File: config.mk
export PLATFORM = sky130hd
export DESIGN_NAME = fifo_write_arbiter
export DESIGN_NICKNAME = d
export VERILOG_FILES = /design/src/rtl/fifo_arb_pkg.sv /design/src/rtl/fifo_write_arbiter_rr_pick.sv /design/src/rtl/fifo_write_arbiter.sv
export SDC_FILE = /design/constraint.sdc
export NUM_CORES = 1
export LEC_CHECK = 0
export BUFFER_PORTS_ARGS = -buffer_cell sky130_fd_sc_hd__buf_4
export CAP_MARGIN = 30
export CORE_AREA = 5 5 91 93
export DETAILED_ROUTE_END_ITERATION = 8
export DIE_AREA = 0 0 96 98
export MAX_ROUTING_LAYER = met4
export PLACE_DENSITY = 0.8
export SYNTH_ARGS = -nofsm -noshare
export SYNTH_HDL_FRONTEND = slang
export SYNTH_SLANG_ARGS = --single-unit
File: constraint.sdc
create_clock -name write_clock -period 2.6 [get_ports write_clock]
set_input_delay 0.26 -clock write_clock [delete_from_list [all_inputs] [get_ports write_clock]]
set_output_delay 0.26 -clock write_clock [all_outputs]
set_load 0.01 [all_outputs]
File: src/rtl/fifo_arb_pkg.sv
// Shared definitions for the FIFO write-port arbiter and its round-robin picker.
package fifo_arb_pkg;

  localparam int STATE_W          = 2;
  localparam int DEF_MAX_BURST    = 16;
  localparam int DEF_FLUSH_CYCLES = 8;

  typedef enum logic [STATE_W-1:0] {
    IDLE       = 2'd0,
    GRANT      = 2'd1,
    FLUSH_HOLD = 2'd2,
    FLUSH_WAIT = 2'd3
  } arb_state_t;

  // Increment modulo n, for ring pointers whose size need not be a power of two.
  function automatic int unsigned wrap_inc(input int unsigned v, input int unsigned n);
    return (v + 32'd1 >= n) ? 32'd0 : v + 32'd1;
  endfunction

endpackage

File: src/rtl/fifo_write_arbiter_rr_pick.sv
// Combinational round-robin picker: first set request at or after ptr, with wrap.
module rr_pick #(
  parameter int N  = 4,
  parameter int IW = $clog2(N)
) (
  input  logic [N-1:0]  req,
  input  logic [IW-1:0] ptr,
  output logic          found,
  output logic [IW-1:0] index
);

  int j;

  // Scan from ptr upward; the first hit wins.
  always_comb begin
    found = 1'b0;
    index = '0;
    j     = 0;
    for (int i = 0; i < N; i++) begin
      j = int'(ptr) + i;
      if (j >= N) begin
        j = j - N;
      end else begin
        j = j;
      end
      if (!found && req[j]) begin
        found = 1'b1;
        index = IW'(j);
      end else begin
        found = found;
      end
    end
  end

endmodule

File: src/rtl/fifo_write_arbiter.sv
// Round-robin arbiter for the general_fifo write port with burst lock and flush sequencing.
// Optional per-requester word counters are enabled by defining FIFO_WRITE_ARB_STATS_EN.
module fifo_write_arbiter
  import fifo_arb_pkg::*;
#(
  parameter int NUM_REQ      = 4,
  parameter int DWIDTH       = 32,
  parameter int MAX_BURST    = DEF_MAX_BURST,
  parameter int FLUSH_CYCLES = DEF_FLUSH_CYCLES
) (
  input  logic                        write_clock,
  input  logic                        write_reset,
  input  logic [NUM_REQ-1:0]          req,
  input  logic [NUM_REQ*DWIDTH-1:0]   req_data,
  input  logic [NUM_REQ-1:0]          req_last,
  output logic [NUM_REQ-1:0]          ack,
  input  logic                        flush_req,
  output logic                        flush_done,
  input  logic                        fifo_almost_full,
  output logic                        fifo_write_enable,
  output logic [DWIDTH-1:0]           fifo_write_data,
  output logic                        fifo_flush,
  output logic [$clog2(NUM_REQ)-1:0]  grant_id,
  output logic                        busy
`ifdef FIFO_WRITE_ARB_STATS_EN
  ,
  output logic [NUM_REQ*32-1:0]       word_count
`endif
);

  localparam int IW = $clog2(NUM_REQ);
  localparam int BW = (MAX_BURST > 1) ? $clog2(MAX_BURST) : 1;
  localparam int FW = $clog2(FLUSH_CYCLES);

  arb_state_t    state, state_next;
  logic [IW-1:0] rr_ptr, rr_ptr_next;
  logic [IW-1:0] grant_id_next;
  logic [BW-1:0] burst_cnt, burst_next;
  logic [FW-1:0] flush_cnt, flush_cnt_next;
  logic          flush_pending, flush_pending_next;
  logic          pick_found;
  logic [IW-1:0] pick_index;
  logic [IW-1:0] ptr_after_grant;

  rr_pick #(.N(NUM_REQ), .IW(IW)) u_pick (
    .req   (req),
    .ptr   (rr_ptr),
    .found (pick_found),
    .index (pick_index)
  );

  assign ptr_after_grant = IW'(wrap_inc(32'(grant_id), NUM_REQ));

  // Next-state, ack and bookkeeping; a pending flush cuts the grant at the next word boundary.
  always_comb begin
    state_next         = state;
    rr_ptr_next        = rr_ptr;
    grant_id_next      = grant_id;
    burst_next         = burst_cnt;
    flush_cnt_next     = flush_cnt;
    flush_pending_next = flush_pending | flush_req;
    ack                = '0;
    case (state)
      IDLE: begin
        if (flush_pending) begin
          state_next     = FLUSH_HOLD;
          flush_cnt_next = FW'(FLUSH_CYCLES - 1);
        end else if (pick_found) begin
          state_next    = GRANT;
          grant_id_next = pick_index;
          burst_next    = '0;
        end else begin
          state_next = IDLE;
        end
      end
      GRANT: begin
        if (flush_pending) begin
          state_next  = IDLE;
          rr_ptr_next = ptr_after_grant;
        end else if (fifo_almost_full) begin
          state_next = GRANT;
        end else if (req[grant_id]) begin
          ack[grant_id] = 1'b1;
          burst_next    = burst_cnt + BW'(1);
          if (req_last[grant_id] || (burst_cnt == BW'(MAX_BURST - 1))) begin
            state_next  = IDLE;
            rr_ptr_next = ptr_after_grant;
          end else begin
            state_next = GRANT;
          end
        end else begin
          state_next  = IDLE;
          rr_ptr_next = ptr_after_grant;
        end
      end
      FLUSH_HOLD: begin
        flush_pending_next = 1'b1;
        if (flush_cnt == '0) begin
          state_next = FLUSH_WAIT;
        end else begin
          flush_cnt_next = flush_cnt - FW'(1);
        end
      end
      FLUSH_WAIT: begin
        flush_pending_next = 1'b0;
        rr_ptr_next        = '0;
        state_next         = IDLE;
      end
      default: begin
        state_next = IDLE;
      end
    endcase
  end

  // State and registered FIFO-side outputs; fifo_flush/flush_done/busy mirror the state entered.
  always_ff @(posedge write_clock or posedge write_reset) begin
    if (write_reset) begin
      state             <= IDLE;
      rr_ptr            <= '0;
      grant_id          <= '0;
      burst_cnt         <= '0;
      flush_cnt         <= '0;
      flush_pending     <= 1'b0;
      fifo_write_enable <= 1'b0;
      fifo_write_data   <= '0;
      fifo_flush        <= 1'b0;
      flush_done        <= 1'b0;
      busy              <= 1'b0;
    end else begin
      state             <= state_next;
      rr_ptr            <= rr_ptr_next;
      grant_id          <= grant_id_next;
      burst_cnt         <= burst_next;
      flush_cnt         <= flush_cnt_next;
      flush_pending     <= flush_pending_next;
      fifo_write_enable <= |ack;
      fifo_write_data   <= (|ack) ? req_data[grant_id*DWIDTH +: DWIDTH] : fifo_write_data;
      fifo_flush        <= (state_next == FLUSH_HOLD);
      flush_done        <= (state_next == FLUSH_WAIT);
      busy              <= (state_next != IDLE);
    end
  end

`ifdef FIFO_WRITE_ARB_STATS_EN
  // Per-requester accepted-word counters, cleared when a flush completes.
  always_ff @(posedge write_clock or posedge write_reset) begin
    if (write_reset) begin
      word_count <= '0;
    end else if (state == FLUSH_WAIT) begin
      word_count <= '0;
    end else begin
      for (int k = 0; k < NUM_REQ; k++) begin
        if (ack[k]) begin
          word_count[k*32 +: 32] <= word_count[k*32 +: 32] + 32'd1;
        end
      end
    end
  end
`endif

endmodule

# Word level (Yosys, flattened, before mapping)
# Index checks and enable logic that the tools add are counted.
[op_classes]
n_addsub = 10
magnitude_cmp = 11
n_eq_ne = 15
shifts = 1
muxes = 58
n_bitwise = 2
n_reduce_logical = 19
[op_table]
columns = ["cell", "count"]
rows = [
  ["< comparator 32 x 4 -> 1 bit, second input constant", 4],
  ["2-to-1 mux 32 bit", 4],
  ["indexed part select 128 x 8 -> 32 bit", 1],
  [">= comparator 32 x 4 -> 1 bit, second input constant", 3],
  ["subtractor 32 x 4 -> 32 bit, second input constant", 3],
  ["2-to-1 mux 4 bit", 9],
  ["2-to-1 mux 2 bit", 14],
  ["2-to-1 mux 1 bit", 17],
  ["!= test 2 bit, second input constant", 7],
  ["binary-select mux 1 bit (select 2 bit)", 6],
  ["AND reduction 3 bit", 3],
  ["equality test 2 bit, second input constant", 4],
  ["one-hot mux 2 bit (4 select lines)", 1],
  ["one-hot mux 4 bit (2 select lines)", 1],
  ["nonzero test 2 bit", 4],
  ["adder 2 x 1 -> 3 bit, second input constant", 2],
  ["adder 2 x 2 -> 3 bit, second input constant", 2],
  ["2-to-1 mux 3 bit", 2],
  ["one-hot mux 3 bit (2 select lines)", 1],
  ["AND reduction 6 bit", 1],
  ["adder 4 x 1 -> 4 bit, second input constant", 1],
  ["equality test 4 bit, second input constant", 1],
  ["logical AND 1 bit", 4],
  ["!= test 4 bit, second input constant", 1],
  ["18 further kinds", 20],
]
[totals]
reg_bits = 50
inputBits = 140

# Depth between registers and ports, before layout
[depth]
depth_word = 19
depth_mapped = 7
depth_no_buf = 6

# Modules after synthesis
# A second synthesis with hierarchy kept.
[unflattened]
cells_unflattened = 231
area_unflattened_um2 = 3115.5
[by_module_without_submodules]
columns = ["mod", "n_inst", "cells_each", "area_each_um2"]
rows = [
  ["fifo_write_arbiter", 1, 216, 3037.9],
  ["rr_pick", 1, 15, 77.6],
]

# Least setup slack after synthesis
# OpenSTA, ideal clock, no wires.
[synth_timing]
path_type = "register to register"
start = "register grant_id[1]"
end = "register fifo_write_data[0]"
setup_ns = 0.125
arrival_ns = 2.088
required_time_ns = 2.475
path_slack_ns = 0.387
stages_incl_launch_ff = 7
n_path_buf = 2
period_less_slack_ns = 2.213
path_cell_list = "dfrtp_1 clkbuf_1 inv_1 ha_1 o41ai_4 buf_12 mux2_4"
[synth_between]
elab_chain_cells = 9
word_cells_on_any_way = 13
cone_classes = "2 x order compare; 1 x shift; 8 x mux; 2 x reduce/logical"
[synth_lines]
columns = ["element", "line", "text"]
rows = [
  ["start: declaration", "fifo_write_arbiter.sv:23", "output logic [$clog2(NUM_REQ)-1:0] grant_id,"],
  ["start signal: assignment", "fifo_write_arbiter.sv:132", "grant_id <= grant_id_next;"],
  ["< comparator 2 x 3 -> 1 bit (implied by the code) / >= comparator 2 x 1 -> 1 bit (equally long branches)", "fifo_write_arbiter.sv:83", "ack[grant_id] = 1'b1;"],
  ["logical AND 1 bit (implied by the code)", "fifo_write_arbiter.sv:83", ""],
  ["2-to-1 mux 1 bit (implied by the code)", "fifo_write_arbiter.sv:83", ""],
  ["demux 1 bit (select 2 bit)", "fifo_write_arbiter.sv:83", ""],
  ["2-to-1 mux 4 bit", "fifo_write_arbiter.sv:82", "end else if (req[grant_id]) begin"],
  ["2-to-1 mux 4 bit", "fifo_write_arbiter.sv:80", "end else if (fifo_almost_full) begin"],
  ["2-to-1 mux 4 bit", "fifo_write_arbiter.sv:77", "if (flush_pending) begin"],
  ["2-to-1 mux 4 bit", "fifo_write_arbiter.sv:63", "case (state)"],
  ["OR reduction 4 bit", "fifo_write_arbiter.sv:137", "fifo_write_data <= (|ack) ? req_data[grant_id*DWIDTH +: DWIDTH] : fifo_write_data;"],
  ["end signal: assignment", "fifo_write_arbiter.sv:137", ""],
  ["end: declaration", "fifo_write_arbiter.sv:21", "output logic [DWIDTH-1:0] fifo_write_data,"],
]
# Parallel ways exist; a longest one is shown, timed or not. The select of a mux whose other input is x is not followed.
# A chain may end at the register's enable or synchronous reset.

# Worst setup path after layout
[layout_timing]
start = "register grant_id[0]"
end = "output port ack[0]"
[layout_between]
elab_chain_cells = 8
word_cells_on_any_way = 11
cone_classes = "2 x order compare; 8 x mux; 1 x reduce/logical"
[layout_lines]
columns = ["element", "line", "text"]
rows = [
  ["< comparator 2 x 3 -> 1 bit (implied by the code) / >= comparator 2 x 1 -> 1 bit (equally long branches)", "fifo_write_arbiter.sv:83", ""],
  ["logical AND 1 bit (implied by the code)", "fifo_write_arbiter.sv:83", ""],
  ["2-to-1 mux 1 bit (implied by the code)", "fifo_write_arbiter.sv:83", ""],
  ["demux 1 bit (select 2 bit)", "fifo_write_arbiter.sv:83", ""],
  ["2-to-1 mux 4 bit (*)", "fifo_write_arbiter.sv:82", ""],
  ["2-to-1 mux 4 bit (*)", "fifo_write_arbiter.sv:80", ""],
  ["2-to-1 mux 4 bit (*)", "fifo_write_arbiter.sv:77", ""],
  ["2-to-1 mux 4 bit (*)", "fifo_write_arbiter.sv:63", ""],
  ["end: declaration", "fifo_write_arbiter.sv:16", "output logic [NUM_REQ-1:0] ack,"],
]
# Every way passes the cells marked *; elsewhere a longest branch is shown, timed or not. The select of a mux whose other input is x is not followed.

==> impl_metrics.py <==
metrics = {
    "status": {
        "status": "complete, no violations",
    },
    "detailed_routing": {
        "ant_nets": 0,
        "drt_iter0_drc": 92,
        "vias": 2697,
        "drc": 0,
        "via_per_inst": 5.28,
        "drt_wl_total_um": 9400,
        "first_pass_iters": 4,
        "avgRoutedWirePerCell_um": 18.4,
    },
    "sta": {
        "holdWs_ps": 36.2,
        "max_freq_mhz": 448,
        "setup_viol": 0,
        "skew_ps": 4.16,
        "rsz0062_at_grt": "no",
        "period_needed_ps": 2230,
        "post-route-period-util_pct": 85.9,
        "slew_headroom_pct": 59.1,
        "worstMarginPinSlew_ps": 613,
        "tns_ps": 0,
        "finalHoldViolations": 0,
        "slew_violations": 0,
        "worst_slack_ps": 367,
    },
    "placed_design": {
        "dp_slack_ps": 441,
        "dp.cells": 503,
        "post_dp_cell_area_um2": 4640,
        "gp_congestion": 0.818,
        "io_buffers": 181,
        "post-dp-hpwl_um": 7730,
    },
    "logic_synthesis": {
        "ys_warn_count": 0,
        "synth-simple-area-share_pct": 7.60,
        "post-synth-top-count-cell": "dfrtp_1",
        "synth_area_leader_cell": "dfrtp_1",
        "synthMuxAreaShare_pct": 39.2,
        "synth_adder_area_share_pct": 2.73,
        "syn_inst": 229,
        "avgSynthCellArea_um2": 14.0,
        "synth_compound_area_share_pct": 6.54,
        "synth.net_count": 376,
        "async_reset_ff_share_pct": 100,
        "yosysUniqueCellTypes": 31,
        "synth-seq-cells": 50,
        "synth_sequential_area_ratio_pct": 39.0,
        "synth_xor_area_share_pct": 0,
        "synthTopCellsByCount": "dfrtp_1, mux4_2, mux2_4",
        "synthFlopType": "dfrtp_1",
        "synth.area.top_cells": "dfrtp_1, mux4_2, mux2_4, ha_1, buf_12",
        "synth_edf_count": 0,
        "yosys.area.top_type_share_pct": 39.0,
        "synth_top_family_by_area": "multiplexers",
        "syn_area_um2": 3210,
    },
    "power_and_ir_drop": {
        "p_int_mw": 2.39,
        "p_clk_share_pct": 14.5,
        "peakVddDrop_uv": 526,
        "total_power_mw": 3.61,
        "switching_share_pct": 33.7,
        "power_density_nw_per_um2": 760,
        "power_switching_mw": 1.22,
        "power_frac_seq_pct": 33.9,
        "leakage_nw": 2.42,
        "comb_power_share_pct": 51.7,
    },
    "cts": {
        "clock_path_buffers": 2,
        "hold_buffers": 0,
        "cts_root_buf": "clkbuf_8",
        "cts_tree": "built",
        "post-cts-setup-buffer-count": 0,
        "clkTransAtPathRegs_ps": 90,
        "numCtsBuffers": 5,
        "cts_resized": 0,
        "insertion_delay_ps": 290,
        "htree_levels": 2,
        "clock-sinks": 50,
    },
    "global_routing": {
        "grt_pass1_vias": 2981,
        "grt_start_max_net_pins": 34,
        "antenna_found_initial": 0,
        "grt_usage_pct": 20.5,
        "grt_overflow": 0,
        "grt_pass1_wl_um": 14600,
    },
    "setup_path": {
        "cp_slowest_stage_delay_ps": 570,
        "crit_type": "reg -> out",
        "crit_slowest_cell": "mux4_2",
        "cp.arrival_ps": 1970,
        "worst-path-max-fanout": 7,
        "setup.worst_path.end_class": "output port",
        "cp.required_ps": 2340,
        "crit_path_start_kind": "register",
        "path_cells": "mux4_2 > and3_1 > and2_1 > buf_4",
    },
    "final_layout": {
        "utilization_pct": 63.7,
        "diodes": 0,
        "fin_cells": 511,
        "syn_to_final_growth_pct": 47.8,
        "drive_gt1_share_pct": 65.0,
        "final_area_um2": 4750,
        "nNetsFinal": 555,
    },
    "floorplan": {
        "initial_core_util_pct": 43.1,
        "io_pins": 182,
        "die_width_um": 96,
        "die_area_um2": 9410,
        "rows": 32,
        "die_height_um": 98,
        "core_area_um2": 7450,
    },
    "hold_path": {
        "hp-class": "in -> async",
    },
    "job": {
        "cap_violations": 0,
    },
}
-- state kept, by name, summed over array words and instances, names as in the netlist --
| register | cells |
|---|---|
| flush_cnt | 3 |
| busy | 1 |
| state | 2 |
| rr_ptr | 2 |
| fifo_write_enable | 1 |
| flush_done | 1 |
| burst_cnt | 4 |
| fifo_flush | 1 |
| grant_id | 2 |
| flush_pending | 1 |
| fifo_write_data | 32 |
-- placed cells by master (no fill, tap or decap), types with 2 or more instances in the layout --
master / synthesis / routed
a21oi_1: 10 / 10
a221oi_1: 2 / 2
a22oi_1: 2 / 2
and2_1: 4 / 4
and3_1: 4 / 4
buf_4: 0 / 186
clkbuf_8: 0 / 8
dfrtp_1: 50 / 49
ha_1: 7 / 7
inv_1: 11 / 10
mux2_2: 5 / 5
mux2_4: 29 / 29
mux4_2: 34 / 34
nand2_1: 6 / 6
nand2b_1: 7 / 7
nand3_1: 2 / 2
nor2_1: 12 / 12
nor2b_1: 4 / 4
nor3_1: 5 / 5
o21ai_0: 9 / 9
o22ai_1: 3 / 3
-- worst max-delay path, delay by kind of cell (launching register included) --
family / cells / cell delay (ps)
buffers and inverters: 1 / 160
flip-flops: 1 / 440
multiplexers: 1 / 570
AND/OR/NAND/NOR: 2 / 510
-- per-layer routing --
| layer | global-route usage (%) | up-vias | part of all wire [%] |
|---|---|---|---|
| met4 | 5.14 | 0 | 1.8 |
| met1 | 23.8 | 1321 | 37 |
| met5 | - | - | 0 |
| li1 | - | 1229 | - |
| met2 | 34.5 | 129 | 52 |
| met3 | 6.01 | 18 | 9.3 |
-- area by class of cell --
cell class,instances,area [um2]
tap,102,128
clock buffer,8,110
inverter,11,41.3
timing repair buffer,187,1420
sequential,50,1250
multi-input combinational,153,1800
fill,618,2700
-- cell families (layout without fill, tap and decap cells) --
logic type               count (synthesis)  count (layout)
AO/OA/AOI/OAI                           31              31
multiplexers                            68              68
buffers and inverters                   26             206
AND/OR/NAND/NOR                         47              47
adder cells (fa/ha/maj)                  7               7
flip-flops                              50              50
-- power groups by stage --
stage               Clock (mW)  Sequential [mW]  Combinational [mW]
finish                   0.522             1.22                1.86
CTS                      0.542             1.22                1.89
global placement             0             1.22                1.84
detailed placement           0             1.24                1.89
floorplan                    0             1.25                1.17
global route             0.573             1.27                2.03
-- worst paths after layout --
check	from	to	slack, ps	cells after the start
max	grant_id[0]$_DFFE_PP0P_	ack[0]	370	4
min	write_reset	fifo_write_data[22]$_DFFE_PP0P_	40	2
max reg2reg	grant_id[0]$_DFFE_PP0P_	fifo_write_data[16]$_DFFE_PP0P_	420	5
min reg2reg	burst_cnt[3]$_DFFE_PP0P_	burst_cnt[3]$_DFFE_PP0P_	490	1
max in group asynchronous	write_reset	fifo_write_data[16]$_DFFE_PP0P_	1830	3
min in group write_clock	flush_req	flush_pending$_DFF_PP0_	240	3
No activity file was read; power rests on OpenSTA's default activity.
